$ cat config.mk
export PLATFORM = sky130hd
export DESIGN_NAME = instr_loader
export DESIGN_NICKNAME = d
export VERILOG_FILES = /design/src/rtl/instr_loader.sv
export SDC_FILE = /design/constraint.sdc
export NUM_CORES = 1
export LEC_CHECK = 0
export ABC_CLOCK_PERIOD_IN_PS = 2600
export CAP_MARGIN = 20
export CORE_MARGIN = 5
export CORE_UTILIZATION = 35
export DETAILED_ROUTE_END_ITERATION = 8
export GPL_TIMING_DRIVEN = 0
export PLACE_DENSITY = 0.65
export SETUP_SLACK_MARGIN = 0.02
export SLEW_MARGIN = 20
export SYNTH_ARGS = -nofsm -noshare
export SYNTH_HDL_FRONTEND = slang
export SYNTH_SLANG_ARGS = --single-unit
$ cat constraint.sdc
create_clock -name clk -period 2.6 [get_ports clk]
set_input_delay 0.65 -clock clk [delete_from_list [all_inputs] [get_ports clk]]
set_output_delay 0.65 -clock clk [all_outputs]
set_load 0.1 [all_outputs]
$ cat src/rtl/instr_loader.sv
// instr_loader: boot-time program loader in front of the RV32I instruction memory.
// Accepts a framed byte stream {LEN_LO, LEN_HI, 4*N payload bytes, CHK}, assembles
// little-endian 32-bit words and writes them to sequential word addresses. The core
// is held in reset until a full frame with a matching 8-bit checksum has been written.
//
// Latency: mem_we pulses one cycle after the 4th byte of a word is accepted; done/err
// rise one cycle after the deciding byte (LEN_HI or CHK).
// Backpressure: in_ready is high in every non-terminal state (never stalls mid-frame)
// and low in S_DONE/S_ERR and while areset is asserted.
//
// Ports:
//   clk, areset            clock, synchronous active-high reset
//   in_valid/in_data       byte stream input, in_ready accepts
//   mem_we/mem_addr/mem_wdata  instruction memory write port (byte address, word aligned)
//   core_rst               core reset, released only after a verified load
//   done / err             sticky load result flags
//   words_loaded           number of words written since reset

module instr_loader #(
  parameter int MEM_WORDS = 256
) (
  input  logic        clk,
  input  logic        areset,
  input  logic        in_valid,
  input  logic [7:0]  in_data,
  output logic        in_ready,
  output logic        mem_we,
  output logic [31:0] mem_addr,
  output logic [31:0] mem_wdata,
  output logic        core_rst,
  output logic        done,
  output logic        err,
  output logic [15:0] words_loaded
);

  typedef enum logic [2:0] {
    S_LEN_LO,
    S_LEN_HI,
    S_DATA,
    S_CHECK,
    S_DONE,
    S_ERR
  } state_t;

  // One extra bit so MEM_WORDS = 65536 still compares correctly against a 16-bit count.
  localparam logic [16:0] MAX_WORDS = 17'(MEM_WORDS);

  state_t      state_q,     state_d;
  logic [15:0] len_q,       len_d;
  logic [1:0]  byte_idx_q,  byte_idx_d;
  logic [15:0] word_idx_q,  word_idx_d;
  logic [7:0]  sum_q,       sum_d;
  // Only the lower three lanes are stored; the 4th byte goes straight into mem_wdata.
  logic [23:0] asm_q,       asm_d;
  logic        mem_we_q,    mem_we_d;
  logic [31:0] mem_addr_q,  mem_addr_d;
  logic [31:0] mem_wdata_q, mem_wdata_d;
  logic [15:0] words_q,     words_d;

  logic        xfer;
  logic [15:0] len_full;
  logic        last_word;

  // Terminal states refuse bytes; reset forces in_ready low combinationally.
  assign in_ready  = !areset && (state_q != S_DONE) && (state_q != S_ERR);
  assign xfer      = in_valid && in_ready;
  assign len_full  = {in_data, len_q[7:0]};
  // len_q is nonzero whenever S_DATA is active, so len_q-1 never wraps here.
  assign last_word = (word_idx_q == (len_q - 16'd1));

  always_comb begin
    state_d     = state_q;
    len_d       = len_q;
    byte_idx_d  = byte_idx_q;
    word_idx_d  = word_idx_q;
    sum_d       = sum_q;
    asm_d       = asm_q;
    mem_we_d    = 1'b0;
    mem_addr_d  = mem_addr_q;
    mem_wdata_d = mem_wdata_q;
    words_d     = words_q;

    case (state_q)
      S_LEN_LO: begin
        if (xfer) begin
          len_d[7:0] = in_data;
          state_d    = S_LEN_HI;
        end
      end

      S_LEN_HI: begin
        if (xfer) begin
          len_d[15:8] = in_data;
          if ({1'b0, len_full} > MAX_WORDS) begin
            state_d = S_ERR;
          end else if (len_full == 16'd0) begin
            state_d = S_CHECK;
          end else begin
            state_d = S_DATA;
          end
        end
      end

      S_DATA: begin
        if (xfer) begin
          sum_d      = sum_q + in_data;
          byte_idx_d = byte_idx_q + 2'd1;
          case (byte_idx_q)
            2'd0: asm_d[7:0]   = in_data;
            2'd1: asm_d[15:8]  = in_data;
            2'd2: asm_d[23:16] = in_data;
            default: begin
              mem_we_d    = 1'b1;
              mem_wdata_d = {in_data, asm_q};
              mem_addr_d  = {14'd0, word_idx_q, 2'b00};
              word_idx_d  = word_idx_q + 16'd1;
              words_d     = words_q + 16'd1;
              if (last_word) begin
                state_d = S_CHECK;
              end
            end
          endcase
        end
      end

      S_CHECK: begin
        if (xfer) begin
          state_d = (in_data == sum_q) ? S_DONE : S_ERR;
        end
      end

      default: begin
        // S_DONE / S_ERR hold until reset.
      end
    endcase
  end

  always_ff @(posedge clk) begin
    if (areset) begin
      state_q     <= S_LEN_LO;
      len_q       <= 16'd0;
      byte_idx_q  <= 2'd0;
      word_idx_q  <= 16'd0;
      sum_q       <= 8'd0;
      asm_q       <= 24'd0;
      mem_we_q    <= 1'b0;
      mem_addr_q  <= 32'd0;
      mem_wdata_q <= 32'd0;
      words_q     <= 16'd0;
    end else begin
      state_q     <= state_d;
      len_q       <= len_d;
      byte_idx_q  <= byte_idx_d;
      word_idx_q  <= word_idx_d;
      sum_q       <= sum_d;
      asm_q       <= asm_d;
      mem_we_q    <= mem_we_d;
      mem_addr_q  <= mem_addr_d;
      mem_wdata_q <= mem_wdata_d;
      words_q     <= words_d;
    end
  end

  assign mem_we       = mem_we_q;
  assign mem_addr     = mem_addr_q;
  assign mem_wdata    = mem_wdata_q;
  assign words_loaded = words_q;
  assign done         = (state_q == S_DONE);
  assign err          = (state_q == S_ERR);
  assign core_rst     = (state_q != S_DONE);

endmodule
Word-level counts from Yosys, hierarchy flattened
Index checks and enable logic that the tools add are counted.

$add $sub $neg: 5. Multiply operators: 0. Div/mod/pow operators: 0. $lt $le $gt $ge: 1. Equality and inequality tests: 17. Shifts and indexed selects: 0. Mux-type cells: 11. Bitwise logic cells: 3. Reduce and logical (&&, ||, !) cells: 18.

Operator list (count): 16-bit by 1-bit adder with 16-bit output (second input constant) (2); 3-bit two-way mux (7); 16-bit equality test (1); 16-bit by 9-bit > comparator with 1-bit output (second input constant) (1); 16-bit logical NOT (1); 16-bit by 1-bit subtractor with 16-bit output (second input constant) (1); 2-bit inequality test (second input constant) (6); 3-bit case mux with 4 select lines (1); 3-bit AND reduction (4); 8-bit adder (1); 8-bit equality test (1); 7-bit AND reduction (1); 3-bit by 2-bit equality test with 1-bit output (second input constant) (2); 3-bit equality test (second input constant) (2); 3-bit inequality test (second input constant) (2); 2-bit AND reduction (3); 3-bit OR reduction (2); 4-bit nonzero test (1); 3-bit by 1-bit equality test with 1-bit output (second input constant) (1); 1-bit logical AND (3); 3-bit logical NOT (1); 1-bit two-way mux (3); 1-bit NOT (3); 2-bit by 1-bit adder with 2-bit output (second input constant) (1); 4 further kinds (4).

Register bits after elaboration: 134. Latch bits: 0. Memory bits (writable): 0. Bits in read-only memories: 0. Output and inout bits: 85. Word-level logic and storage cells: 68. Memories: 0.

Depth between registers and ports, before layout
Gate-level depths: netlist of the first run.

Word-level depth: 6. Gate-level depth with buffers: 10. Gate-level depth less buffers: 10.

Worst setup path before layout of the first run
Ideal clock, no wire load.

Path kind: input -> output. Start: in areset. End: out in_ready. Arrival time: 2.510 ns. Required time: 1.950 ns. Setup slack: -0.560 ns. Stages: 4. Path buffers: 3. Cells stage by stage: clkbuf_1 -> clkbuf_1 -> buf_1 -> nor2_1.

Cells in the longest elaborated chain, start to end: 3.

Ends and longest elaborated chain: start, declared (RTL line 23) `input logic areset,`; 1-bit logical NOT (RTL line 65) `assign in_ready = !areset && (state_q != S_DONE) && (state_q != S_ERR);`; 1-bit logical AND (2 in series) (RTL line 65); end, declared (RTL line 26) `output logic in_ready,`.

Every way passes these cells.

Worst setup path after layout of the first run
Start: reg len_q[6]. End: reg state_q[2].

Cells in the longest elaborated chain, start to end: 4. Elaborated cells on any way between the ends: 8. Those cells by class: 1 x add/sub; 1 x order compare; 2 x eq/ne; 3 x mux; 1 x reduce/logical.

Ends and longest elaborated chain: start, declared (RTL line 49) `logic [15:0] len_q, len_d;`; start signal, assigned (RTL line 152) `len_q <= len_d;`; 16-bit by 1-bit subtractor with 16-bit output / 16-bit by 9-bit > comparator with 1-bit output (equally long branches) (RTL line 69, 94); 16-bit equality test / 3-bit two-way mux (equally long branches) (RTL line 69, 94); 2-bit inequality test (no line) / 3-bit two-way mux (equally long branches); 7-bit AND reduction (no line) / 3-bit case mux with 4 select lines (equally long branches); end signal, assigned (RTL line 151) `state_q <= state_d;`; end, declared (RTL line 48) `state_t state_q, state_d;`.

Parallel ways exist; a longest one is shown, timed or not. The select of a mux whose other input is x is not followed. A chain may end at the register's enable or synchronous reset.

==> reports/qor.yml, run 1 <==
global_route:
  grt-busiest-layer: "met2"
  grt_max_degree: 17
  grt_use_met2_pct: 26.1
  grt_pass1_wl_um: 26000
  antenna_found_initial: 0
  grt_use_met3_pct: 4.25
  grt_overflow: 0
  use_met1_pct: 21.3
  grt_pass1_vias: 5116
  grt_usage_pct: 16.2
place:
  numPortBuffers: 77
  placed_cells: 1077
  dpl.hpwl_um: 11400
  place.gp.congestion: 0.918
worst_setup_path:
  slowest_stage: "or4_4"
  setup.worst_path.end_class: "flop"
  crit_required_ns: 2.94
  cp.arrival_ns: 2.94
  start_kind: "flop"
  cpPeakStageDelay_ns: 0.55
  crit_top_cell: "or4_4"
  crit_chain: "buf_6 > or4_4 > nor4_4 > xnor2_1 > o41ai_2 > o311ai_1 > or4_4 > a211oi_2"
  crit_fanout: 10
  critPathKind: "flop to flop"
floorplan:
  ios: 96
  core_area_mm2: 0.0172
  rows: 48
  die_h_um: 142
  dieArea_mm2: 0.0201
  die_x_um: 142
  start_util_pct: 35.4
detailed_routing:
  viasPerCell: 4.97
  wl_per_cell_um: 14.6
  drc_errors: 0
  drt-initial-drc-count: 255
  ant_nets: 0
  first_pass_iters: 4
  drt-total-wl_um: 16200
  vias: 5533
synthesis:
  synthXorXnorAreaFrac_pct: 7.49
  syn_inst: 760
  synth_simple_gate_area_share_pct: 25.1
  ys_ff_latch: 134
  syn_area_mm2: 0.00608
  synth.area.mux_share_pct: 0.988
  async_flop_share_pct: 0
  synth_compound_area_share_pct: 13.1
  synth_top_family_by_area: "simple AND/OR/NAND/NOR gates"
  synthesis.area_per_instance_um2: 8.00
  synth.distinct_cells: 54
  seq_area_frac_synth_pct: 44.1
  synth-adder-area-share_pct: 3.21
  yosys_warnings: 0
  synth_top_flop_cell: "dfxtp_1"
  synth_edf_count: 0
clock_tree:
  numCtsBuffers: 17
  cts_tree: "built"
  insertion_delay_ns: 0.42
  h-tree-depth: 4
  clockBufferDepth: 2
  cts_root_buffer: "clkbuf_16"
  numClockSinks: 134
  clk_pin_slew_worst_paths_ns: 0.06
timing:
  whs_ns: 0.452
  setup_tns_ns: 0
  hold_viol_final: 0
  rsz0062_at_grt: "true"
  fin_skew_ns: 0.00610
  finalSetupViolCount: 0
  fmax_mhz: 386
  post-route-period-util_pct: 99.8
  tightestPinTransition_ns: 0.995
  drv_slew: 0
  timing.max_slew.rel_slack_pct: 33.5
  fin_crit_ns: 2.59
final_layout:
  stdcell_count: 1114
  drive_gt1_share_pct: 10.8
  fin_nets: 902
  antennaDiodeCount: 0
  final_common_cell: "nand2_1"
  fin_util_pct: 46.1
  final_cell_mix: "nand2_1 (163), dfxtp_1 (134), a21oi_1 (105)"
  area_growth_pct: 30.1
pwr:
  finalPower_uw: 4890
  p_leak_uw: 0.00342
  irDropWorstVdd_mv: 0.546
  power_density_mw_per_mm2: 617
min_path:
  holdCritPathClass: "flop to flop"
run:
  max_cap_viol_count: 0
outcome:
  outcome: "finished, final reports clean"
-- metal layers --
| metal | vias up | part of all wire (%) |
|---|---|---|
| met2 | 139 | 46 |
| met1 | 2601 | 47 |
| met4 | 0 | 1.7 |
| met3 | 28 | 5.0 |
| li1 | 2765 | - |
| met5 | - | 0 |
-- critical path, delay by kind of cell (launching register included) --
family	cells	cell delay, ns
compound gates	3	0.71
xor+xnor	1	0.12
simple gates	3	1.24
flops	1	0.31
buf+inv	1	0.13
-- area by class of cell --
type / instances / area, um2
well taps: 225 / 282
multi-input cells: 564 / 3160
fillers: 1737 / 9260
inverters: 13 / 55.1
plain buffers: 64 / 327
clock inverters: 14 / 135
flip-flops and latches: 134 / 2680
repair buffers: 82 / 847
clock buffers: 18 / 429
-- repair_timing --
action	CTS	global route
pin swaps	2	3
gates resized for setup	57	45
buffers inserted	1	4
gates cloned	0	0
setup endpoints to repair	103	62
hold buffers	0	0
endpoints found under the hold margin	0	0
-- per-stage QoR --
stage / worst slack (ns) / instance area (um2)
floorplan: -0.107 / 6150
global placement: -1.19 / 7200
detailed placement: -1.20 / 7200
CTS: -0.118 / 7790
global route: -0.0357 / 7910
finish: 0.00638 / 7910
-- final timing paths --
kind	cells past startpoint	start	endpoint	slack [ns]
max	8	len_q[6]$_SDFFE_PP0P_	state_q[2]$_SDFFE_PP0P_	0.006
min	2	mem_wdata[11]$_SDFFE_PP0P_	mem_wdata[11]$_SDFFE_PP0P_	0.45
max reg2reg	8	len_q[6]$_SDFFE_PP0P_	state_q[2]$_SDFFE_PP0P_	0.006
min reg2reg	2	mem_wdata[11]$_SDFFE_PP0P_	mem_wdata[11]$_SDFFE_PP0P_	0.45
-- logic make-up (layout without fill, tap and decap cells) --
group           Yosys count  in the layout
simple gates            331            331
compound gates          144            144
flops                   134            134
buf+inv                  77            191
xor+xnor                 52             52
fa+ha+maj                15             15
mux                       6              6
other cells               1             16
-- registers in the layout, indices dropped and copies added, names as in the netlist --
name and cells:
mem_wdata 32, asm_q 24, len_q 16, mem_addr 16, word_idx_q 16, words_loaded 16
sum_q 8, state_q 3, byte_idx_q 2, mem_we 1
-- synthesized netlist by cell type (all sizes together) (4+ instances only) --
| cell | n | share of area, % |
|---|---|---|
| a21oi | 106 | 8.7 |
| nor2b | 4 | 0.41 |
| xnor2 | 31 | 4.5 |
| buf | 20 | 2.4 |
| nand4 | 8 | 0.82 |
| nand2 | 166 | 10 |
| or3 | 7 | 0.72 |
| nand2b | 7 | 0.72 |
| nor4 | 7 | 1.2 |
| dfxtp | 134 | 44 |
| clkbuf | 44 | 2.7 |
| nor2 | 53 | 3.3 |
| mux2i | 6 | 0.99 |
| inv | 13 | 0.80 |
| nand3 | 45 | 3.7 |
| xor2 | 21 | 3.0 |
| and3 | 5 | 0.51 |
| o21ai | 16 | 1.3 |
| ha | 14 | 2.9 |
| and4 | 4 | 0.58 |
| nor3 | 12 | 1.1 |
-- power breakdown --
part | internal [uW] | leakage (uW) | switching (uW)
Clock | 1400 | 0.000275 | 923
Sequential | 2070 | 0.00108 | 12.7
Combinational | 153 | 0.00207 | 329
Total | 3620 | 0.00342 | 1270
Power figures use the tool's default switching activity.
==> run 2, diff against run 1 <==
--- a/config.mk
+++ b/config.mk
@@ -7,7 +7,6 @@
 export LEC_CHECK = 0
 export ABC_CLOCK_PERIOD_IN_PS = 2600
 export CAP_MARGIN = 20
-export CORE_MARGIN = 5
 export CORE_UTILIZATION = 35
 export DETAILED_ROUTE_END_ITERATION = 8
 export GPL_TIMING_DRIVEN = 0
==> run 2 against run 1 <==
Effect of this change:
- die area down 11%
- largest cell class unchanged
- non-clock buffer count unchanged
- clock skew up 0.0022 ns
- maximum frequency up 1.9%
==> reports/qor.yml, run 2 (synthesis gave the netlist of run 1 again) <==
clock_tree:
  numClockSinks: 134  # unchanged
  numCtsBuffers: 17  # unchanged
  cts_root_buffer: "clkbuf_16"
  h-tree-depth: 4  # unchanged
  clk_pin_slew_worst_paths_ns: 0.06  # about the same
  clockBufferDepth: 2  # unchanged
  cts_tree: "built"
  insertion_delay_ns: 0.42  # about the same
outcome:
  outcome: "finished, final reports clean"
final_layout:
  drive_gt1_share_pct: 10.6  # -0.22 points
  register_area_mm2: 0.00268  # unchanged
  largest_reg_flops: 32  # unchanged
  multi_input_area_mm2: 0.00315  # -0.32%
  area_growth_pct: 30.7
  final_common_cell: "nand2_1"
  final_cell_mix: "nand2_1 (163), dfxtp_1 (134), a21oi_1 (106)"
  fillCellCount: 1660  # -4.4%
  antennaDiodeCount: 0  # unchanged
  stdcell_count: 1109  # -0.45%
  fin_nets: 902  # unchanged
timing:
  finalSetupViolCount: 0  # unchanged
  fin_skew_ns: 0.00829  # +0.00219 ns
  setup_tns_ns: 0  # unchanged
  drv_slew: 0  # unchanged
  tightestPinTransition_ns: 0.989  # -0.00654 ns
  hold_viol_final: 0  # unchanged
  fin_crit_ns: 2.55  # -0.0477 ns
  timing.max_slew.rel_slack_pct: 33.9  # +0.34 points
  fmax_mhz: 393  # +1.9%
  rsz0062_at_grt: "true"
  post-route-period-util_pct: 97.9  # -1.8 points
pwr:
  power_density_mw_per_mm2: 649  # +5.2%
  irDropWorstVdd_mv: 0.517  # -5.2%
  p_leak_uw: 0.00321  # -6.3%
worst_setup_path:
  critPathKind: "flop to output port"
  slowest_stage: "clkdlybuf4s50_1"
  worst-path-buf-inv: 1  # unchanged
  setup.worst_path.end_class: "output port"
  crit_chain: "clkdlybuf4s50_1"
  crit_required_ns: 1.95  # -0.99 ns
  cp.arrival_ns: 1.90  # -1.04 ns
  cpPeakStageDelay_ns: 1.14  # +0.59 ns
  start_kind: "flop"
  crit_fanout: 2  # -8
  timing.rr.end: "state_q[2]$_SDFFE_PP0P_"
  reg2reg_from: "len_q[6]$_SDFFE_PP0P_"
  crit_family: "buffers and inverters"
  rrSetupSlack_ns: 0.07  # +0.06 ns
  reg2reg_depth: 8  # unchanged
place:
  placed_cells: 1072  # -0.46%
  dpl.hpwl_um: 10800  # -5.1%
  place.gp.congestion: 0.809  # -12%
  numPortBuffers: 77  # unchanged
detailed_routing:
  drc_errors: 0  # unchanged
  first_pass_iters: 5  # +1
  ant_nets: 0  # unchanged
  viasPerCell: 4.92  # -0.97%
  drt-initial-drc-count: 321  # +26%
  wl_per_cell_um: 14.1  # -3.2%
  drt-total-wl_um: 15700  # -3.6%
  vias: 5455  # -1.4%
min_path:
  holdPathEnd: "mem_addr[13]$_SDFFE_PP0P_"
  hold_path.startpoint: "mem_addr[13]$_SDFFE_PP0P_"
  holdCritPathClass: "flop to flop"
  hold_path_depth: 2  # unchanged
run:
  max_cap_viol_count: 0  # unchanged
floorplan:
  rows: 47  # -2.1%
  dieArea_mm2: 0.0179  # -11%
  die_h_um: 134  # -5.6%
  die_x_um: 134  # -5.6%
  ios: 96  # unchanged
  start_util_pct: 36.3  # +0.88 points
  core_area_mm2: 0.0168  # -2.4%
global_route:
  grt_overflow: 0  # unchanged
  grt_pass1_vias: 5066  # -0.98%
  antenna_found_initial: 0  # unchanged
  grt_usage_pct: 18.1  # +1.9 points
  grt_max_degree: 17  # unchanged
  grt_pass1_wl_um: 25400  # -2.3%
-- run 2: cell types whose count changed in the layout (fill, tap and decap cells not counted), moves of 3 or more --
cell / before / now
dlymetal6s2s_1: 30 / 16
inv_6: 1 / 4
clkinvlp_4: 4 / 1
clkinv_2: 7 / 2
clkdlybuf4s50_1: 24 / 38
-- run 2: area by class of cell --
cell class                      count  share of cell area (%)
Timing Repair Buffer               82                    10.2
Sequential cell                   134                    33.7
Inverter                           13                   0.692
Clock buffer                       19                    5.70
Buffer                             64                    4.17
Multi-Input combinational cell    564                    39.6
Clock inverter                     13                    2.41
Tap cell                          220                    3.46
-- run 2: layer usage --
layer  vias to the layer above  share of wire, %  GRT usage [%]
met3                        23               6.1           4.54
li1                       2770                 -              -
met5                         -                 0              0
met1                      2507                46           24.0
met4                         0               1.4           5.43
met2                       155                46           28.8
-- run 2: metrics by stage --
step                      worst slack [ns]  total power (uW)  hold WS (ns)  utilization [%]  instance area, um2
after global routing               -0.0197              5330         0.471             47.4                7950
after detailed placement             -1.19              2580         0.447             42.9                7190
after CTS                           -0.114              5180         0.453             47.0                7870
after floorplan                     -0.107              2490         0.432                -                6150
final                               0.0541              5160         0.452             47.4                7950
after global placement               -1.20              2580         0.444             42.9                7190
-- run 2: where the power goes --
part           switching (uW)  internal [uW]  total [uW]  leakage [uW]
Combinational             327            152         479       0.00181
Clock                     934           1670        2600      0.000319
Sequential               12.8           2070        2080       0.00108
-- run 2: worst max path at each step --
stage,cells after the start,start,end,slack [ns]
2_1_floorplan,4,areset,in_ready,-0.11
3_3_place_gp,5,areset,in_ready,-1.20
3_5_place_dp,5,areset,in_ready,-1.19
4_1_cts,5,areset,in_ready,-0.11
5_1_grt,6,in_valid,state_q[2]$_SDFFE_PP0P_,-0.02
6_report,1,mem_wdata[14]$_SDFFE_PP0P_,mem_wdata[14],0.05
-- run 2: tightest hold or removal path: stages (launching register included) --
cell and delay (ns):
dfxtp_1 0.30, nand2_1 0.05, a21oi_1 0.05
-- run 2: timing repair --
item	4_1_cts	5_1_grt
resized for setup	58	29
pin swaps	1	1
hold buffers	0	0
setup buffers	2	3
setup endpoints to repair	103	35
